## config.mk

```make
export PLATFORM = sky130hd
export DESIGN_NAME = glitch_filter_flat
export DESIGN_NICKNAME = d
export VERILOG_FILES = /design/src/rtl/glitch_filter_if.sv /design/src/rtl/glitch_filter.sv /design/src/flat_wrapper.sv
export SDC_FILE = /design/constraint.sdc
export NUM_CORES = 1
export LEC_CHECK = 0
export CORE_MARGIN = 2
export CORE_UTILIZATION = 46
export CTS_CLUSTER_DIAMETER = 30
export DETAILED_ROUTE_END_ITERATION = 6
export GPL_ROUTABILITY_DRIVEN = 0
export PLACE_DENSITY = 0.73
export SYNTH_ARGS = -nofsm -noshare
export SYNTH_HDL_FRONTEND = slang
export SYNTH_SLANG_ARGS = --single-unit
```

## constraint.sdc

```tcl
create_clock -name clk -period 1.5 [get_ports clk]
set_input_delay 0.225 -clock clk [delete_from_list [all_inputs] [get_ports clk]]
set_output_delay 0.225 -clock clk [all_outputs]
set_load 0.02 [all_outputs]
```

## src/rtl/glitch_filter_if.sv

```systemverilog
// glitch_filter_if: channel inputs, sample enable and filtered outputs of glitch_filter
interface glitch_filter_if #(
   parameter int WIDTH = 4
);
   logic [WIDTH-1:0] din;
   logic             en;
   logic [WIDTH-1:0] dout;
   logic [WIDTH-1:0] rise;
   logic [WIDTH-1:0] fall;
   logic             changed;
   modport master (output din, en, input dout, rise, fall, changed);
   modport slave (input din, en, output dout, rise, fall, changed);
endinterface

```

## src/rtl/glitch_filter.sv

```systemverilog
// glitch_filter: per-channel synchroniser plus STABLE-enabled-cycle persistence filter with edge pulses
module glitch_filter #(
   parameter int   WIDTH   = 4,
   parameter int   STABLE  = 3,
   parameter int   SYNC    = 2,
   parameter logic RST_VAL = 1'b0
) (
   input logic            clk,
   input logic            rst,
   glitch_filter_if.slave bus
);
   localparam int CW = $clog2(STABLE + 1);
   typedef enum logic {IDLE, PEND} state_t;
   logic [WIDTH-1:0] s, dout, dout_n, rise, rise_n, fall, fall_n;
   logic             changed;
   state_t           state [WIDTH];
   state_t           state_n [WIDTH];
   logic [CW-1:0]    cnt [WIDTH];
   logic [CW-1:0]    cnt_n [WIDTH];
   generate
      if (SYNC == 0) begin : g_nosync
         assign s = bus.din;
      end else begin : g_sync
         logic [WIDTH-1:0] chain [SYNC];
         always_ff @(posedge clk or posedge rst) begin
            if (rst) begin
               for (int k = 0; k < SYNC; k++) chain[k] <= {WIDTH{RST_VAL}};
            end else begin
               chain[0] <= bus.din;
               for (int k = 1; k < SYNC; k++) chain[k] <= chain[k-1];
            end
         end
         assign s = chain[SYNC-1];
      end
   endgenerate
   always_comb begin
      for (int i = 0; i < WIDTH; i++) begin
         state_n[i] = state[i];
         cnt_n[i]   = cnt[i];
         dout_n[i]  = dout[i];
         rise_n[i]  = 1'b0;
         fall_n[i]  = 1'b0;
         if (bus.en && s[i] != dout[i]) begin
            // STABLE==1 accepts on the first differing sample, never entering PEND
            if (STABLE == 1 || (state[i] == PEND && cnt[i] == CW'(STABLE - 1))) begin
               dout_n[i]  = s[i];
               rise_n[i]  = s[i];
               fall_n[i]  = !s[i];
               state_n[i] = IDLE;
               cnt_n[i]   = '0;
            end else begin
               state_n[i] = PEND;
               cnt_n[i]   = state[i] == IDLE ? CW'(1) : cnt[i] + CW'(1);
            end
         end else if (bus.en) begin
            state_n[i] = IDLE;
            cnt_n[i]   = '0;
         end
      end
   end
   always_ff @(posedge clk or posedge rst) begin
      if (rst) begin
         dout    <= {WIDTH{RST_VAL}};
         rise    <= '0;
         fall    <= '0;
         changed <= 1'b0;
         for (int i = 0; i < WIDTH; i++) begin
            state[i] <= IDLE;
            cnt[i]   <= '0;
         end
      end else begin
         dout    <= dout_n;
         rise    <= rise_n;
         fall    <= fall_n;
         changed <= |(rise_n | fall_n);
         for (int i = 0; i < WIDTH; i++) begin
            state[i] <= state_n[i];
            cnt[i]   <= cnt_n[i];
         end
      end
   end
   assign bus.dout    = dout;
   assign bus.rise    = rise;
   assign bus.fall    = fall;
   assign bus.changed = changed;
endmodule
```

## src/flat_wrapper.sv

```systemverilog
// flat-port wrapper written by rule: the top's interface ports become plain ports
module glitch_filter_flat 
#(
   parameter int   WIDTH   = 4,
   parameter int   STABLE  = 3,
   parameter int   SYNC    = 2,
   parameter logic RST_VAL = 1'b0
)
  (clk, rst, bus_din, bus_en, bus_dout, bus_rise, bus_fall, bus_changed);
  glitch_filter_if #(.WIDTH(WIDTH)) bus_i ();
  input logic clk;
  input logic rst;
  input wire logic [$bits(bus_i.din)-1:0] bus_din;
  input wire logic [$bits(bus_i.en)-1:0] bus_en;
  output wire logic [$bits(bus_i.dout)-1:0] bus_dout;
  output wire logic [$bits(bus_i.rise)-1:0] bus_rise;
  output wire logic [$bits(bus_i.fall)-1:0] bus_fall;
  output wire logic [$bits(bus_i.changed)-1:0] bus_changed;
  assign bus_i.din = bus_din;
  assign bus_i.en = bus_en;
  assign bus_dout = bus_i.dout;
  assign bus_rise = bus_i.rise;
  assign bus_fall = bus_i.fall;
  assign bus_changed = bus_i.changed;
  glitch_filter #(.WIDTH(WIDTH), .STABLE(STABLE), .SYNC(SYNC), .RST_VAL(RST_VAL)) u_core (.clk(clk), .rst(rst), .bus(bus_i));
endmodule
```

# Word-level counts from Yosys, hierarchy flattened

Index checks and enable logic that the tools add are counted.

Register bits after elaboration: 33
Bits of input ports: 7
Output and inout port bits: 13
Logic and storage cells: 89

Add/sub/neg operators: 4
Eq/ne operators: 8
Multiplexer cells: 38
Bitwise operators: 1
Reduce and logical (&&, ||, !) cells: 21

Operator list:

| kind                | number |
|---|---|
| $mux 2              | 13 |
| $mux 1              | 25 |
| $add 2x1->2 const B | 4 |
| $eq 2x2->1 const B  | 4 |
| $logic_and 1x1->1   | 8 |
| $reduce_and 2->1    | 4 |
| $reduce_bool 2->1   | 4 |
| $logic_not 1->1     | 4 |
| $ne 1x1->1          | 4 |
| $or 4x4->4          | 1 |
| $reduce_or 4->1     | 1 |

# Depth between registers and ports, before layout

Gate-level depths: netlist of the first run.

Word-level depth: 6
Depth in mapped cells: 5
Mapped depth without buffers: 5

# Least setup slack after synthesis of the first run

No wires, ideal clock.

Kind: reg-to-reg
Start point: register u_core.dout[1] (netlist: u_core.bus.dout[1])
End point: register u_core.changed (netlist: u_core.bus.changed)
Setup time: 0.139 ns
Data arrival time: 1.374 ns
Required time: 1.361 ns
Setup slack: -0.012 ns
Cell stages (with the launch flop): 4
Path buffers: 0
Clock period less this slack: 1.512 ns
Cells stage by stage: dfrtp_1 -> xor2_1 -> and4_4 -> or4_1

Word-level cells in the longest chain between the ends: 5
Elaborated cells on any way between the ends: 6
Those cells by class: eq/ne (1); mux (2); bitwise (1); reduce/logical (2)

RTL lines:

| what                     | RTL line            | source |
|---|---|---|
| start: declaration       | glitch_filter.sv:14 | `logic [WIDTH-1:0] s, dout, dout_n, rise, rise_n, fall, fall_n;` |
| start signal: assignment | glitch_filter.sv:63 | `dout <= {WIDTH{RST_VAL}};` |
| start signal: assignment | glitch_filter.sv:72 | `dout <= dout_n;` |
| $ne 1x1->1 (*)           | glitch_filter.sv:43 | `if (bus.en && s[i] != dout[i]) begin` |
| $logic_and 1x1->1 (*)    | glitch_filter.sv:43 |  |
| $mux 1                   | glitch_filter.sv:43 |  |
| $or 4x4->4 (*)           | glitch_filter.sv:75 | `changed <= \|(rise_n \| fall_n);` |
| $reduce_or 4->1 (*)      | glitch_filter.sv:75 |  |
| end signal: assignment   | glitch_filter.sv:75 |  |
| end: declaration         | glitch_filter.sv:15 | `logic changed;` |

Every way passes the cells marked *; elsewhere a longest branch is shown, timed or not.
A chain may end at the register's enable or synchronous reset.

# Final worst setup path of the first run

Start point: register u_core.g_sync.chain (netlist bit u_core.s[2])
End point: register u_core.changed (netlist: u_core.bus.changed)

Word-level cells in the longest chain between the ends: 5
Elaborated cells on any way between the ends: 9
Those cells by class: eq/ne (1); mux (4); bitwise (1); reduce/logical (3)

RTL lines:

| what                                                 | RTL line                                 | source |
|---|---|---|
| start: declaration                                   | glitch_filter.sv:24                      | `logic [WIDTH-1:0] chain [SYNC];` |
| $ne 1x1->1 / $logic_not 1->1 (equally long branches) | glitch_filter.sv:43, glitch_filter.sv:48 |  |
| $logic_and 1x1->1 / $mux 1 (equally long branches)   | glitch_filter.sv:43, glitch_filter.sv:45 |  |
| $mux 1                                               | glitch_filter.sv:43                      |  |
| $or 4x4->4 (*)                                       | glitch_filter.sv:75                      |  |
| $reduce_or 4->1 (*)                                  | glitch_filter.sv:75                      |  |

Marks and branches as above.

==> flow_summary.ini, run 1 <==
[run_status]
status = complete, no violations

[setup_path]
worst_path_max_delay_cell = or4_1
crit_chain = xor2_2 -> and4_4 -> or4_1
path_class = flop to flop
r2r-start = u_core.s[2]
cp.required_ns = 1.71
cpPeakStageDelay_ns = 0.49
start_kind = flop
ff2ff_path_depth = 3
worstPathMaxFanout = 4
reg2reg_to = u_core.bus.changed
worstPathArrival_ns = 1.68
end_kind = flop
r2r_slack_ns = 0.03

[drt]
vias = 890
first_pass_iters = 4
ant_nets = 0
drt-wirelength-per-cell_um = 13.07
drc = 0
wirelength_um = 2287
viasPerCell = 5.086
drt_iter0_markers = 18

[min_path]
min_path_type = input pin to asynchronous set/reset pin

[synth]
synth_commonest_cells = 33 x dfrtp_1, 16 x o21ai_0, 13 x inv_1
ys_async_sr_fraction = 1.000
synth.area.top_cells = dfrtp_1 64%, o21ai_0 6.2%, ha_1 3.9%
ys_seq_area_frac = 0.6389
synth-edff-count = 0
syn_avg_cell_area_um2 = 11.75
synth_top_cell_area_share = 0.6389
synth_cell_types = 18
netlist_area_mm2 = 0.001292
ys_ff_latch = 33
yosys.area.top_type = dfrtp_1
synthMostInstantiatedCell = dfrtp_1
ys.warnings.count = 0
synth_ff_type = dfrtp_1
synthCells = 110
synth_fp_nets = 121

[layout]
diodes = 0
fillers = 233
drive_gt1_frac = 0.2222
final_nets = 155
areaGrowthSynthToFinish_pct = 28.85

[sta]
slew_headroom = 0.8058
layout_setup_ws_ns = 0.03021
setup_viol = 0
finClkSkew_ns = 0.005461
layout_min_cycle_time_ns = 1.470
finalCritPeriodShare = 0.9799
maxSlewViolCount = 0
worst_pin_slew_ns = 0.2904
hold_viol_final = 0
fmaxAchievable_mhz = 680.4

[pwr]
p_sw_frac = 0.3086
p_leak_nw = 0.8903
power_density_mw_per_mm2 = 1313
internal-power_mw = 1.511
p_clk_frac = 0.229
p_comb_frac = 0.250
fin_total_pwr_mw = 2.186
power_frac_seq = 0.521
vdd_drop_max_mv = 1.083
switchingPower_mw = 0.6746

[floorplan]
dieArea_mm2 = 0.003250
die_y_um = 57.01
ios = 20
start_util = 0.4769
rows = 19
core_area_mm2 = 0.002710
die_x_um = 57.01

[cts]
clockBufferDepth = 2
clock_latency_ns = 0.33
path_clk_slew_ns = 0.09
cts_tree = yes
cts.sink_count = 33
clockRootBuffer = clkbuf_4
ctsHtreeMaxLevel = 2
cts_buffers = 5
cts_hold_buffers = 0

[grt]
grt_pass1_wl_um = 3988
grt-ovfl-total = 0
antenna_found_initial = 0
globalRouteTotalUtil = 0.1688
grt_pass1_vias = 920
grt_max_degree = 21

[placed_design]
port-buffer-count = 19
place_hpwl_um = 1653
pre_cts_ws_ns = -0.1900

[flow_run]
max-cap-violations = 0
==> layout make-up <==
| cell class | count | area (µm²) | area share |
|---|---|---|---|
| Tap cell | 31 | 38.79 | 0.02329 |
| Sequential cell | 33 | 827.0 | 0.4966 |
| Inverter | 13 | 48.80 | 0.02930 |
| Multi-Input combinational cell | 61 | 429.2 | 0.2577 |
| Timing Repair Buffer | 30 | 266.5 | 0.1600 |
| Clock buffer | 7 | 55.05 | 0.03306 |
==> how the worst max path moves through the flow <==
stage                       start                  to  slack [ns]  cells past startpoint
4_1_cts        u_core.bus.rise[1]         bus_rise[1]       0.003                      1
3_3_place_gp               bus_en  u_core.bus.changed       -0.14                      3
2_1_floorplan  u_core.bus.dout[2]  u_core.bus.changed       0.004                      3
3_5_place_dp               bus_en  u_core.bus.changed       -0.19                      3
5_1_grt               u_core.s[2]  u_core.bus.changed      -0.002                      3
6_report              u_core.s[2]  u_core.bus.changed        0.03                      3
==> cells by family after synthesis <==
| family | share of synthesized area |
|---|---|
| multiplexers | 0.03485 |
| AND/OR/NAND/NOR | 0.1520 |
| flip-flops | 0.6389 |
| XOR/XNOR | 0.02710 |
| buffers and inverters | 0.04647 |
| AO/OA/AOI/OAI | 0.06196 |
| adder cells (fa/ha/maj) | 0.03872 |
==> through the flow <==
step | cell area (µm²) | utilization | instances | hold WS [ns] | TNS [ns]
2_1_floorplan | 1294 | - | 110 | 0.2564 | 0
3_3_place_gp | 1572 | 0.5799 | 165 | 0.3339 | -0.4284
3_5_place_dp | 1572 | 0.5799 | 165 | 0.3373 | -0.7261
4_1_cts | 1614 | 0.5956 | 172 | 0.07571 | 0
5_1_grt | 1665 | 0.6145 | 175 | 0.07270 | -0.001531
6_report | 1665 | 0.6145 | 175 | 0.07242 | 0
==> layer usage <==
metal	GRT usage	wire length, µm	vias up
met3	0.08390	109	9
met1	0.1746	926	432
met5	0	0	-
li1	-	-	433
met4	0.1096	71	0
met2	0.2709	1179	16
==> timing repair <==
item | 4_1_cts | 5_1_grt
setup endpoints to repair | 10 | 6
setup buffers | 0 | 3
pin swaps | 0 | 2
resized for setup | 10 | 10
==> layout by cell type, fill, tap and decap left out <==
cell and instances:
nor2_1 4, clkbuf_4 5, and2b_2 1, clkbuf_8 1, and4_1 1, nor2b_1 3
or4_1 1, inv_1 13, ha_2 2, dlymetal6s2s_1 3, xor2_1 2, nand2_1 4
clkbuf_1 1, buf_4 12, o21ai_0 16, clkdlybuf4s50_1 6, nand3_1 8, dfrtp_2 1
ha_1 2, mux2_2 4, xor2_2 2, dfrtp_1 32, and4_4 3, and2_1 3
dlygate4sd2_1 9, nand4_1 4, and2_2 1
==> critical path, delay by kind of cell, from the launching register on <==
kind             cells  cell delay (ns)
XOR/XNOR             1             0.21
AND/OR/NAND/NOR      2             0.70
flip-flops           1             0.44
==> registers in the layout, indices dropped and copies added (netlist names) <==
register and cells:
u_core.g_sync.chain 4, u_core.bus.rise 4, u_core.cnt 8, u_core.bus.dout 4, u_core.s 4, u_core.bus.changed 1
u_core.state 4, u_core.bus.fall 4
==> power by group through the flow <==
stage	registers [mW]	logic (mW)	clock network, mW
2_1_floorplan	1.17	0.276	0
3_5_place_dp	1.15	0.523	0
3_3_place_gp	1.14	0.484	0
5_1_grt	1.16	0.618	0.557
6_report	1.14	0.545	0.501
4_1_cts	1.14	0.499	0.515
(Power assumes the default switching activity.)
==> run 2, diff against run 1 <==
--- a/config.mk
+++ b/config.mk
@@ -11,6 +11,7 @@
 export DETAILED_ROUTE_END_ITERATION = 6
 export GPL_ROUTABILITY_DRIVEN = 0
 export PLACE_DENSITY = 0.73
+export REMOVE_ABC_BUFFERS = 1
 export SYNTH_ARGS = -nofsm -noshare
 export SYNTH_HDL_FRONTEND = slang
 export SYNTH_SLANG_ARGS = --single-unit
==> flow_summary.ini, run 2 (same netlist as run 1, synthesis figures left out) <==
[run_status]
status = complete, no violations

[layout]
final_nets = 152
areaGrowthSynthToFinish_pct = 29.62
multi_input_area_um2 = 429.2
drive_gt1_frac = 0.2042
largest_register_ffs = 8
final_common_cell = dfrtp_1
fillers = 235
top_register = u_core.cnt
layout_common_cells = 32 x dfrtp_1, 16 x o21ai_0, 13 x inv_1, 13 x dlygate4sd2_1, 8 x nand3_1
seq_area_um2 = 827.0
post-route-util = 0.6182
diodes = 0

[drt]
drt-wirelength-per-cell_um = 12.55
drt_iter0_markers = 15
vias = 873
wirelength_um = 2172
ant_nets = 0
first_pass_iters = 4
drc = 0
viasPerCell = 5.046

[setup_path]
worst_path_max_delay_cell = or4_1
path_class = flop to flop
cpPeakStageDelay_ns = 0.49
worstPathArrival_ns = 1.70
cp.required_ns = 1.72
start_kind = flop
crit_chain = xor2_2 -> and4_4 -> or4_1
worstPathMaxFanout = 4
end_kind = flop

[cts]
path_clk_slew_ns = 0.10
clock_latency_ns = 0.34
clockRootBuffer = clkbuf_4
cts_tree = yes
cts.sink_count = 33
cts_buffers = 5
clockBufferDepth = 2
ctsHtreeMaxLevel = 2

[grt]
grt-ovfl-total = 0
grt_pass1_wl_um = 3884
grt_max_degree = 34
grt_pass1_vias = 883
globalRouteTotalUtil = 0.1638
antenna_found_initial = 0

[sta]
fmaxAchievable_mhz = 678.8
setup_viol = 0
maxSlewViolCount = 0
tns_ns = 0
hold_viol_final = 0
finalCritPeriodShare = 0.9822
layout_min_cycle_time_ns = 1.473
worst_pin_slew_ns = 0.4068
slew_headroom = 0.7288
finClkSkew_ns = 0.009442

[floorplan]
core_area_mm2 = 0.002710
ios = 20
rows = 19
dieArea_mm2 = 0.003250
die_y_um = 57.01
die_x_um = 57.01
start_util = 0.4769

[placed_design]
place_hpwl_um = 1448
port-buffer-count = 19

[pwr]
switchingPower_mw = 0.6881
internal-power_mw = 1.682
p_leak_nw = 0.8557
vdd_drop_max_mv = 1.058
p_sw_frac = 0.2904
p_comb_frac = 0.226
p_clk_frac = 0.293
power_frac_seq = 0.481
power_density_mw_per_mm2 = 1414

[min_path]
min_path_type = input pin to asynchronous set/reset pin

[flow_run]
max-cap-violations = 0
run 2: changes by cell type in the layout (fill, tap and decap cells not counted), sizes merged:
cell and delta:
buf -4, dlygate4sd2 +4, dlymetal6s2s -3, bufinv +1
run 2: worst paths after layout:
kind	startpoint	end	slack [ns]	depth (start not counted)
max reg2reg	u_core.s[2]	u_core.bus.changed	0.03	3
min in group clk	bus_din[3]	u_core.g_sync.chain[7]	0.32	1
min reg2reg	u_core.g_sync.chain[6]	u_core.s[2]	0.36	0
min	rst	u_core.cnt[2]	0.26	3
max	u_core.s[2]	u_core.bus.changed	0.03	3
max in group asynchronous	rst	u_core.s[2]	0.93	3
run 2: metrics by stage:
| step | cells | hold slack (ns) | power [mW] | setup slack, ns | instance area [µm²] |
|---|---|---|---|---|---|
| 2_1_floorplan | 107 | 0.2564 | 1.439 | -0.01231 | 1281 |
| 3_3_place_gp | 162 | 0.3316 | 1.623 | -0.1497 | 1560 |
| 3_5_place_dp | 162 | 0.3365 | 1.664 | -0.1736 | 1560 |
| 4_1_cts | 170 | 0.2614 | 2.337 | 0.02230 | 1629 |
| 5_1_grt | 173 | 0.2854 | 2.524 | -0.007677 | 1675 |
| 6_report | 173 | 0.2582 | 2.370 | 0.02672 | 1675 |
run 2: routing by layer:
layer | wire length [µm] | track usage
met5 | 0 | 0
met4 | 52 | 0.06977
met3 | 125 | 0.07710
met2 | 1113 | 0.2578
met1 | 882 | 0.1938
run 2: layout make-up:
type                       instances  area share
multi-input combinational         61      0.2562
sequential                        33      0.4937
clock buffer                       7     0.03286
inverter                          13     0.02913
clock inverter                     1     0.01792
timing repair buffer              27      0.1471
tap                               31     0.02315
run 2: power by group through the flow:
stage          Combinational [mW]  Clock, mW  Sequential [mW]
2_1_floorplan               0.268          0             1.17
3_3_place_gp                0.483          0             1.14
3_5_place_dp                0.513          0             1.15
4_1_cts                     0.490      0.714             1.13
5_1_grt                     0.608      0.754             1.16
6_report                    0.535      0.695             1.14
run 2: timing repair:
| item | CTS | global route |
|---|---|---|
| pin swaps | 0 | 1 |
| setup endpoints to repair | 13 | 3 |
| gates resized for setup | 13 | 6 |
| setup buffers | 0 | 3 |
| endpoints found under the hold margin | 0 | 0 |
| hold buffers | 0 | 0 |
run 2: critical path: cells and delay by family, from the launching register on:
family           cells  cell delay, ns
flip-flops           1            0.45
XOR/XNOR             1            0.20
AND/OR/NAND/NOR      2            0.71
==> run 3, diff against run 2 <==
--- a/config.mk
+++ b/config.mk
@@ -8,9 +8,10 @@
 export CORE_MARGIN = 2
 export CORE_UTILIZATION = 46
 export CTS_CLUSTER_DIAMETER = 30
+export CTS_CLUSTER_SIZE = 20
 export DETAILED_ROUTE_END_ITERATION = 6
 export GPL_ROUTABILITY_DRIVEN = 0
-export PLACE_DENSITY = 0.73
+export PLACE_DENSITY = 0.82
 export REMOVE_ABC_BUFFERS = 1
 export SYNTH_ARGS = -nofsm -noshare
 export SYNTH_HDL_FRONTEND = slang
==> flow_summary.ini, run 3 (same netlist as run 1, synthesis figures left out) <==
[pwr]
fin_total_pwr_mw = 2.217
switchingPower_mw = 0.6828
power_density_mw_per_mm2 = 1339
internal-power_mw = 1.534
vdd_drop_max_mv = 1.101
p_clk_frac = 0.252
p_leak_nw = 0.8978
power_frac_seq = 0.514
p_sw_frac = 0.3080
p_comb_frac = 0.234

[sta]
maxSlewViolCount = 0
finClkSkew_ns = 0.007737
layout_min_cycle_time_ns = 1.503
fmaxAchievable_mhz = 665.5
slew_headroom = 0.7286
grt_setup_unrepaired = yes
layout_setup_ws_ns = -0.002742
hold_viol_final = 0
finalCritPeriodShare = 1.002
worst_pin_slew_ns = 0.4071
tns_ns = -0.003503
hold_ws_ns = 0.2780
setup_viol = 2

[layout]
instances_no_fill = 175
final_nets = 154
seq_area_um2 = 825.8
multi_input_area_um2 = 411.6
top_register = u_core.cnt
design_area_mm2 = 0.001655
layout_common_cells = 33 x dfrtp_1, 16 x o21ai_0, 13 x inv_1
drive_gt1_frac = 0.1944
areaGrowthSynthToFinish_pct = 28.07
diodes = 0
fillers = 230
final_common_cell = dfrtp_1
largest_register_ffs = 8

[grt]
globalRouteTotalUtil = 0.1651
grt_max_degree = 34
grt-ovfl-total = 0
grt_pass1_vias = 947
antenna_found_initial = 0
grt_pass1_wl_um = 3939

[drt]
viasPerCell = 5.309
vias = 929
wirelength_um = 2373
drt_iter0_markers = 20
first_pass_iters = 4
ant_nets = 0
drt-wirelength-per-cell_um = 13.56
drc = 0

[cts]
cts_tree = yes
clock_latency_ns = 0.33
clockRootBuffer = clkbuf_4
cts.sink_count = 33
path_clk_slew_ns = 0.10
ctsHtreeMaxLevel = 2
cts_buffers = 5
clockBufferDepth = 2

[setup_path]
crit_end = u_core.bus.dout[2]
r2r_slack_ns = -0.003
worstPathMaxFanout = 4
start_kind = flop
cp.required_ns = 1.72
worstPathArrival_ns = 1.72
crit_start = u_core.s[2]
r2r-start = u_core.s[2]
end_kind = flop
ff2ff_path_depth = 3
path_class = flop to flop
reg2reg_to = u_core.bus.dout[2]

[floorplan]
ios = 20
start_util = 0.4769
dieArea_mm2 = 0.003250
core_area_mm2 = 0.002710
die_x_um = 57.01
die_y_um = 57.01
rows = 19

[run_status]
violations = negative setup slack
status = complete, but fails checks

[placed_design]
place_hpwl_um = 1676
dp.cells = 167
port-buffer-count = 19
dpl_cell_area_mm2 = 0.001585

[min_path]
min_path_type = input pin to asynchronous set/reset pin

[flow_run]
max-cap-violations = 0
## run 3: cell count changes in the layout (fill, tap and decap cells not counted), moves of 2 or more
cell | previous run | this run
xor2_2 | 2 | 0
dlygate4sd2_1 | 13 | 10
xor2_1 | 2 | 4
dlymetal6s2s_1 | 0 | 3
buf_4 | 7 | 10
## run 3: power groups by stage
stage	clock network (mW)	registers, mW	logic, mW
after floorplan	0	1.17	0.268
after global placement	0	1.14	0.497
after detailed placement	0	1.16	0.534
after CTS	0.576	1.14	0.521
after global routing	0.619	1.16	0.582
final	0.559	1.14	0.519
## run 3: critical path: stages, from the launching register on
cell     delay [ns]
dfrtp_1        0.43
xor2_1         0.33
and4_4         0.30
mux2_2         0.34
## run 3: area by class of cell
type	instances	share of cell area
repair buffers	29	0.1572
clock inverters	1	0.003023
clock buffers	7	0.03930
flip-flops and latches	33	0.4989
multi-input cells	61	0.2487
well taps	31	0.02343
inverters	13	0.02948
## run 3: repair_timing
item	CTS	global route
hold buffers	0	0
resized for setup	11	4
gates cloned	0	0
setup endpoints to repair	11	5
setup buffers	0	0
## run 3: stage by stage
| stage | setup WS [ns] | util |
|---|---|---|
| 2_1_floorplan | -0.01231 | - |
| 3_3_place_gp | -0.1144 | 0.5849 |
| 3_5_place_dp | -0.1256 | 0.5849 |
| 4_1_cts | 0.0002165 | 0.6071 |
| 5_1_grt | -0.04787 | 0.6108 |
| 6_report | -0.002742 | 0.6108 |
## run 3: worst min-delay path by stage
stage	depth (start not counted)	end	slack (ns)
after detailed placement	0	u_core.s[2]	0.33
final	3	u_core.cnt[3]	0.28
after global placement	0	u_core.s[2]	0.33
after floorplan	0	u_core.g_sync.chain[4]	0.26
after CTS	3	u_core.cnt[3]	0.28
after global routing	1	u_core.g_sync.chain[5]	0.32
## run 3: metal layers
metal	vias to the layer above	routed length (µm)	part of all wire	GRT usage
met5	-	0	0	0
met4	0	31	0.013	0.08970
met3	6	125	0.053	0.07256
met2	28	1233	0.52	0.2841
met1	457	982	0.41	0.1672
li1	438	-	-	-
